File: src/rtl/idli_pkg.sv
// Shared types for the idli core memory path.
package idli_pkg;

    typedef enum logic {
        SQI_MODE_IN  = 1'b0,
        SQI_MODE_OUT = 1'b1
    } sqi_mode_t;

endpackage

File: src/rtl/idli_sqi_ctrl.sv
// Quad-SPI SRAM controller: one word read/write per request (cmd, addr, dummy, data).
// Define IDLI_SQI_INIT_EN to send EQIO on pin 0 after reset before accepting requests.
module idli_sqi_ctrl
    import idli_pkg::*;
#(
    parameter int ADDR_NIBBLES = 6,
    parameter int DATA_NIBBLES = 4
) (
    input  logic                      i_clk,
    input  logic                      i_rst,
    input  logic                      i_req,
    input  logic                      i_wr,
    input  logic [ADDR_NIBBLES*4-1:0] i_addr,
    input  logic [DATA_NIBBLES*4-1:0] i_wdata,
    output logic                      o_ready,
    output logic [DATA_NIBBLES*4-1:0] o_rdata,
    output logic                      o_rvalid,
    output logic                      o_sqi_cs,
    output logic                      o_sqi_clk_en,
    output sqi_mode_t                 o_sqi_mode,
    output logic [3:0]                o_sqi_out,
    input  logic [3:0]                i_sqi_in
);

    localparam int AW      = ADDR_NIBBLES * 4;
    localparam int DW      = DATA_NIBBLES * 4;
    localparam int AIW     = $clog2(AW);
    localparam int DIW     = $clog2(DW);
    localparam int MAX_AD  = (ADDR_NIBBLES > DATA_NIBBLES) ? ADDR_NIBBLES : DATA_NIBBLES;
    localparam int CNT_MAX = (MAX_AD > 8) ? MAX_AD : 8;
    localparam int CW      = $clog2(CNT_MAX + 1);

    localparam logic [CW-1:0] INIT_LAST  = CW'(8);
    localparam logic [CW-1:0] CMD_LAST   = CW'(1);
    localparam logic [CW-1:0] ADDR_LAST  = CW'(ADDR_NIBBLES - 1);
    localparam logic [CW-1:0] DUMMY_LAST = CW'(1);
    localparam logic [CW-1:0] DATA_LAST  = CW'(DATA_NIBBLES - 1);

    localparam logic [7:0] CMD_READ  = 8'h03;
    localparam logic [7:0] CMD_WRITE = 8'h02;
    localparam logic [7:0] EQIO      = 8'h38;

    typedef enum logic [2:0] {
        ST_INIT,
        ST_IDLE,
        ST_CMD,
        ST_ADDR,
        ST_DUMMY,
        ST_DATA,
        ST_DONE
    } state_t;

`ifdef IDLI_SQI_INIT_EN
    localparam state_t RESET_STATE = ST_INIT;
    localparam logic   RESET_READY = 1'b0;
`else
    localparam state_t RESET_STATE = ST_IDLE;
    localparam logic   RESET_READY = 1'b1;
`endif

    state_t          state_q,  state_d;
    logic [CW-1:0]   cnt_q,    cnt_d;
    logic            wr_q,     wr_d;
    logic [AW-1:0]   addr_q,   addr_d;
    logic [DW-1:0]   wdata_q,  wdata_d;
    logic [DW-1:0]   shift_q,  shift_d;
    logic [DW-1:0]   rdata_q,  rdata_d;
    logic            rvalid_q, rvalid_d;
    logic            ready_q,  ready_d;
    logic            cs_q,     cs_d;
    logic            clkEn_q,  clkEn_d;
    sqi_mode_t       mode_q,   mode_d;
    logic [3:0]      sqiOut_q, sqiOut_d;

    logic [CW-1:0]   addrNib;
    logic [CW-1:0]   dataNib;
    logic [AIW-1:0]  addrBase;
    logic [DIW-1:0]  dataBase;
    logic [2:0]      initBit;
    logic [7:0]      cmdByte;

    // INIT counts 1..8 after reset so that cycle 0 already shows the first EQIO bit.
    always_comb begin
        state_d  = state_q;
        cnt_d    = cnt_q;
        wr_d     = wr_q;
        addr_d   = addr_q;
        wdata_d  = wdata_q;
        shift_d  = shift_q;
        rdata_d  = rdata_q;
        rvalid_d = 1'b0;

        case (state_q)
            ST_INIT: begin
                if (cnt_q == INIT_LAST) begin
                    state_d = ST_DONE;
                    cnt_d   = '0;
                end else begin
                    cnt_d = cnt_q + CW'(1);
                end
            end
            ST_IDLE: begin
                if (i_req) begin
                    state_d = ST_CMD;
                    cnt_d   = '0;
                    wr_d    = i_wr;
                    addr_d  = i_addr;
                    wdata_d = i_wdata;
                end
            end
            ST_CMD: begin
                if (cnt_q == CMD_LAST) begin
                    state_d = ST_ADDR;
                    cnt_d   = '0;
                end else begin
                    cnt_d = cnt_q + CW'(1);
                end
            end
            ST_ADDR: begin
                if (cnt_q == ADDR_LAST) begin
                    state_d = wr_q ? ST_DATA : ST_DUMMY;
                    cnt_d   = '0;
                end else begin
                    cnt_d = cnt_q + CW'(1);
                end
            end
            ST_DUMMY: begin
                if (cnt_q == DUMMY_LAST) begin
                    state_d = ST_DATA;
                    cnt_d   = '0;
                end else begin
                    cnt_d = cnt_q + CW'(1);
                end
            end
            ST_DATA: begin
                if (!wr_q) begin
                    shift_d = (shift_q << 4) | DW'(i_sqi_in);
                end
                if (cnt_q == DATA_LAST) begin
                    state_d = ST_DONE;
                    cnt_d   = '0;
                    if (!wr_q) begin
                        rdata_d  = shift_d;
                        rvalid_d = 1'b1;
                    end
                end else begin
                    cnt_d = cnt_q + CW'(1);
                end
            end
            ST_DONE: begin
                state_d = ST_IDLE;
                cnt_d   = '0;
            end
            default: begin
                state_d = ST_IDLE;
                cnt_d   = '0;
            end
        endcase
    end

    // Pin outputs are decoded from the next state so they can be registered.
    always_comb begin
        cs_d     = 1'b1;
        clkEn_d  = 1'b0;
        mode_d   = SQI_MODE_IN;
        sqiOut_d = 4'h0;
        ready_d  = 1'b0;

        addrNib  = ADDR_LAST - cnt_d;
        dataNib  = DATA_LAST - cnt_d;
        addrBase = AIW'({addrNib, 2'b00});
        dataBase = DIW'({dataNib, 2'b00});
        initBit  = 3'(INIT_LAST - cnt_d);
        cmdByte  = wr_d ? CMD_WRITE : CMD_READ;

        case (state_d)
            ST_INIT: begin
                cs_d     = 1'b0;
                clkEn_d  = 1'b1;
                mode_d   = SQI_MODE_OUT;
                sqiOut_d = {3'b000, EQIO[initBit]};
            end
            ST_IDLE: begin
                ready_d = 1'b1;
            end
            ST_CMD: begin
                cs_d     = 1'b0;
                clkEn_d  = 1'b1;
                mode_d   = SQI_MODE_OUT;
                sqiOut_d = (cnt_d == '0) ? cmdByte[7:4] : cmdByte[3:0];
            end
            ST_ADDR: begin
                cs_d     = 1'b0;
                clkEn_d  = 1'b1;
                mode_d   = SQI_MODE_OUT;
                sqiOut_d = addr_d[addrBase +: 4];
            end
            ST_DUMMY: begin
                cs_d    = 1'b0;
                clkEn_d = 1'b1;
            end
            ST_DATA: begin
                cs_d    = 1'b0;
                clkEn_d = 1'b1;
                if (wr_d) begin
                    mode_d   = SQI_MODE_OUT;
                    sqiOut_d = wdata_d[dataBase +: 4];
                end
            end
            default: begin
            end
        endcase
    end

    always_ff @(posedge i_clk) begin
        if (i_rst) begin
            state_q  <= RESET_STATE;
            cnt_q    <= '0;
            wr_q     <= 1'b0;
            addr_q   <= '0;
            wdata_q  <= '0;
            shift_q  <= '0;
            rdata_q  <= '0;
            rvalid_q <= 1'b0;
            ready_q  <= RESET_READY;
            cs_q     <= 1'b1;
            clkEn_q  <= 1'b0;
            mode_q   <= SQI_MODE_IN;
            sqiOut_q <= 4'h0;
        end else begin
            state_q  <= state_d;
            cnt_q    <= cnt_d;
            wr_q     <= wr_d;
            addr_q   <= addr_d;
            wdata_q  <= wdata_d;
            shift_q  <= shift_d;
            rdata_q  <= rdata_d;
            rvalid_q <= rvalid_d;
            ready_q  <= ready_d;
            cs_q     <= cs_d;
            clkEn_q  <= clkEn_d;
            mode_q   <= mode_d;
            sqiOut_q <= sqiOut_d;
        end
    end

    assign o_ready      = ready_q;
    assign o_rdata      = rdata_q;
    assign o_rvalid     = rvalid_q;
    assign o_sqi_cs     = cs_q;
    assign o_sqi_clk_en = clkEn_q;
    assign o_sqi_mode   = mode_q;
    assign o_sqi_out    = sqiOut_q;

endmodule
File: config.mk
export PLATFORM = sky130hd
export DESIGN_NAME = idli_sqi_ctrl
export DESIGN_NICKNAME = d
export VERILOG_FILES = /design/src/rtl/idli_pkg.sv /design/src/rtl/idli_sqi_ctrl.sv
export SDC_FILE = /design/constraint.sdc
export NUM_CORES = 1
export LEC_CHECK = 0
export CAP_MARGIN = 20
export CORE_MARGIN = 4
export CORE_UTILIZATION = 55
export DETAILED_ROUTE_END_ITERATION = 10
export PLACE_DENSITY = 0.81
export SLEW_MARGIN = 5
export SYNTH_ARGS = -nofsm -noshare
export SYNTH_HDL_FRONTEND = slang
export SYNTH_SLANG_ARGS = --single-unit
File: constraint.sdc
create_clock -name i_clk -period 7.2 [get_ports i_clk]
set_input_delay 0.72 -clock i_clk [delete_from_list [all_inputs] [get_ports i_clk]]
set_output_delay 0.72 -clock i_clk [all_outputs]
set_load 0.02 [all_outputs]
==> metrics.md <==
| Metric | Value |
|---|---|
| All-Layer GR Usage | `20.6%` |
| Register area share after synthesis | `45.7%` |
| HPWL Detailed | `5960 µm` |
| Hold endpoint | `o_rdata[14]$_SDFFE_PP0P_` |
| Vias per Instance | `5.50` |
| N_diodes | `0` |
| Root Driver | `clkbuf_8` |
| Post-CTS sizing | `0` |
| Starting Density | `57.7%` |
| Yosys Warn Count | `0` |
| Netlist Area Pre-Place | `3730 µm²` |
| Final nets | `529` |
| Pwr/cell area | `243 nW/µm²` |
| ANT nets after route | `0` |
| Share of the synthesized area in the top cell type | `45.7%` |
| Number of synthesized flops with an enable pin | `0` |
| Worst Slack Setup Final | `3.92 ns` |
| Register bit total from synthesis | `85` |
| Total gr overflow | `0` |
| Outcome | `completed` |
| Dominant cell type by area after synthesis | `dfxtp_1` |
| Pin count of the biggest net entering global routing | `81` |
| M1 wire length | `3570 µm` |
| Num rows | `29` |
| Drt initial violations | `148` |
| CP Class | `flip-flop to flip-flop` |
| RSZ-0062 raised after global routing | `false` |
| DR vias | `3,070` |
| Area after DPL | `4420 µm²` |
| Port buffer count | `72` |
| # hold bufs at CTS | `0` |
| Net Count, Synth | `470` |
| Final period util | `45.6%` |
| First-pass GRT wire length | `13,700 µm` |
| DR DRC count | `0` |
| Clock Latency Late Sink | `0.36 ns` |
| Layout cells sized above 1 | `6.86%` |
| Worst R2R Path Depth | `11` |
| Commonest cells after routing, fill and taps aside | `dfxtp_1 (85), clkdlybuf4s50_1 (71), nand2_1 (65)` |
| # setup viols final | `0` |
| Clock tree from TritonCTS | `yes` |
| Reg2Reg Setup Slack | `3.92 ns` |
| Metal2 WL | `4170 µm` |
| Core Area | `6460 µm²` |
| RR Endpoint | `o_sqi_out[0]$_SDFF_PP0_` |
| Origin of the critical flop-to-flop path | `cnt_q[1]$_SDFF_PP0_` |
| Vias in the first global route | `2,976` |
| Cell count after synthesis | `417` |
| Most common cell after layout, fill and taps aside | `dfxtp_1` |
| Clock tree buffer depth | `2` |
| CTS Buf Count | `9` |
| Normalized max-slew margin | `32.8%` |
| Fin crit period | `3.28 ns` |
| WP data arrival | `3.53 ns` |
| Hold_sp | `shift_q[10]$_SDFFE_PP0N_` |
| RD Place Congestion | `0.813` |
| Count of final hold-check violations | `0` |
| Post-route setup TNS | `0 ns` |
| IO Pins | `73` |
| H-tree Lvls | `3` |
| Total Wirelength | `8360 µm` |
| Initial DRT Pass Iterations | `4` |
| Clk pin slew, worst setup/hold paths | `0.10 ns` |
| P_leak | `1.78 nW` |
| Die Span Y | `90.3 µm` |
| Max-cap check violation count | `0` |
| CP startpoint kind | `flip-flop` |
| Post-CTS Setup Inserts | `0` |
| Top layer reached by signal wires | `met4` |
| Final instance area | `4650 µm²` |
| CP Capture Type | `flip-flop` |
| Most used DFF post-synth | `dfxtp_1` |
| Clock Sinks | `85` |
| VDD IR max | `172 µV` |
| # fillers | `511` |
| Hold path depth | `2` |
| Setup Skew | `0.00949 ns` |
| Area growth syn-to-layout | `24.8%` |
| HP Class | `flip-flop to flip-flop` |
| Die X-Extent | `90.3 µm` |
| Fin. max-slew vios | `0` |
| Crit-path max FO | `15` |
| Place WS | `3.59 ns` |
| Count of unique library cells instantiated by Yosys | `50` |
| Worst Tran Pin Value | `1.01 ns` |
| Ys async rst share | `0%` |
| Critical Path RT | `7.45 ns` |
| Initial antenna violation count | `0` |
| Fmax | `305 MHz` |
| Synth top area cells | `dfxtp_1 (46%), mux2i_1 (14%), nand2_1 (6.5%), nor2_1 (5.4%), a21oi_1 (4.7%)` |
| WL per Instance | `15.0 µm` |
| Routed wire length on met3 | `424 µm` |
| Die area | `8160 µm²` |
| Syn avg cell area | `8.94 µm²` |
## power by group
part	total [mW]	switching, mW	internal, mW
sequential	0.508	0.0123	0.496
combinational	0.236	0.126	0.110
clock	0.384	0.184	0.200
## sequential cells by signal, summed over array words and instances, names as in the netlist
| name | cells |
|---|---|
| addr_q | 24 |
| o_sqi_cs | 1 |
| o_sqi_out | 4 |
| wdata_q | 16 |
| o_rvalid | 1 |
| state_q | 3 |
| cnt_q | 4 |
| wr_q | 1 |
| o_ready | 1 |
| o_sqi_clk_en | 1 |
| o_sqi_mode | 1 |
| shift_q | 12 |
| o_rdata | 16 |
## how the worst max path moves through the flow
stage / startpoint / end / cells past startpoint
floorplan: i_req / o_sqi_out[0]$_SDFF_PP0_ / 8
global placement: i_req / o_sqi_out[0]$_SDFF_PP0_ / 9
detailed placement: i_req / o_sqi_out[0]$_SDFF_PP0_ / 9
CTS: i_req / o_sqi_out[0]$_SDFF_PP0_ / 9
global route: cnt_q[1]$_SDFF_PP0_ / o_sqi_out[0]$_SDFF_PP0_ / 11
finish: cnt_q[1]$_SDFF_PP0_ / o_sqi_out[0]$_SDFF_PP0_ / 11
## per-layer routing
layer  vias to the layer above  GRT usage, %
met5                         -             0
met2                        83          36.3
li1                       1538             -
met4                         0          7.78
met1                      1433          24.1
met3                        16          5.00
## worst max-delay path, stage by stage, from the launching register on
cell and delay, ns:
dfxtp_1 0.38, inv_1 0.08, ha_1 0.20, nor3b_1 0.15
o32ai_1 0.44, o21ai_0 0.28, nand2_1 0.42, inv_1 0.25
ha_1 0.29, xnor2_1 0.14, mux2i_1 0.16, o41a_1 0.39
## cell usage after synthesis, types with 2 or more instances
cell,count
a21boi_0,2
o21a_1,2
a2111oi_0,2
inv_1,9
nand3b_1,3
and2_1,4
and3_1,9
a21oi_1,35
mux2_2,3
buf_2,5
clkbuf_1,15
or3b_2,2
o211ai_1,2
mux2i_1,51
nand2b_1,3
nor2b_1,2
nor3_1,3
ha_1,5
o22ai_1,2
or3_1,4
o21bai_1,2
o31ai_1,2
buf_4,5
nand2_1,65
and3b_1,2
a311oi_1,2
o21ai_0,4
o22a_1,3
dfxtp_1,85
xnor2_1,2
nor2_1,54
nand3_1,7
a211oi_1,4
## layout make-up
cell class | instances | area, µm² | share of cell area, %
well taps | 77 | 96.3 | 2.07
clock inverters | 7 | 103 | 2.21
clock buffers | 9 | 124 | 2.66
inverters | 10 | 37.5 | 0.807
repair buffers | 74 | 731 | 15.7
multi-input cells | 296 | 1860 | 39.9
flip-flops and latches | 85 | 1700 | 36.6
## logic make-up (layout without fill, tap and decap cells)
family          Yosys count  in the layout  share of synthesized area [%]
simple gates            167            167                           21.2
mux                      55             55                           14.9
flops                    85             85                           45.7
compound gates           67             67                           11.6
xor+xnor                  2              2                          0.470
buf+inv                  36            100                           4.50
fa+ha+maj                 5              5                           1.68
## per-stage QoR
stage	util (%)	power [mW]	std cells	hold slack, ns
3_3_place_gp	68.5	0.747	542	0.441
3_5_place_dp	68.5	0.753	542	0.447
4_1_cts	72.0	1.13	558	0.460
2_1_floorplan	-	0.683	417	0.432
6_report	72.0	1.13	558	0.454
5_1_grt	72.0	1.18	558	0.479
No activity file was read; power rests on OpenSTA's default activity.
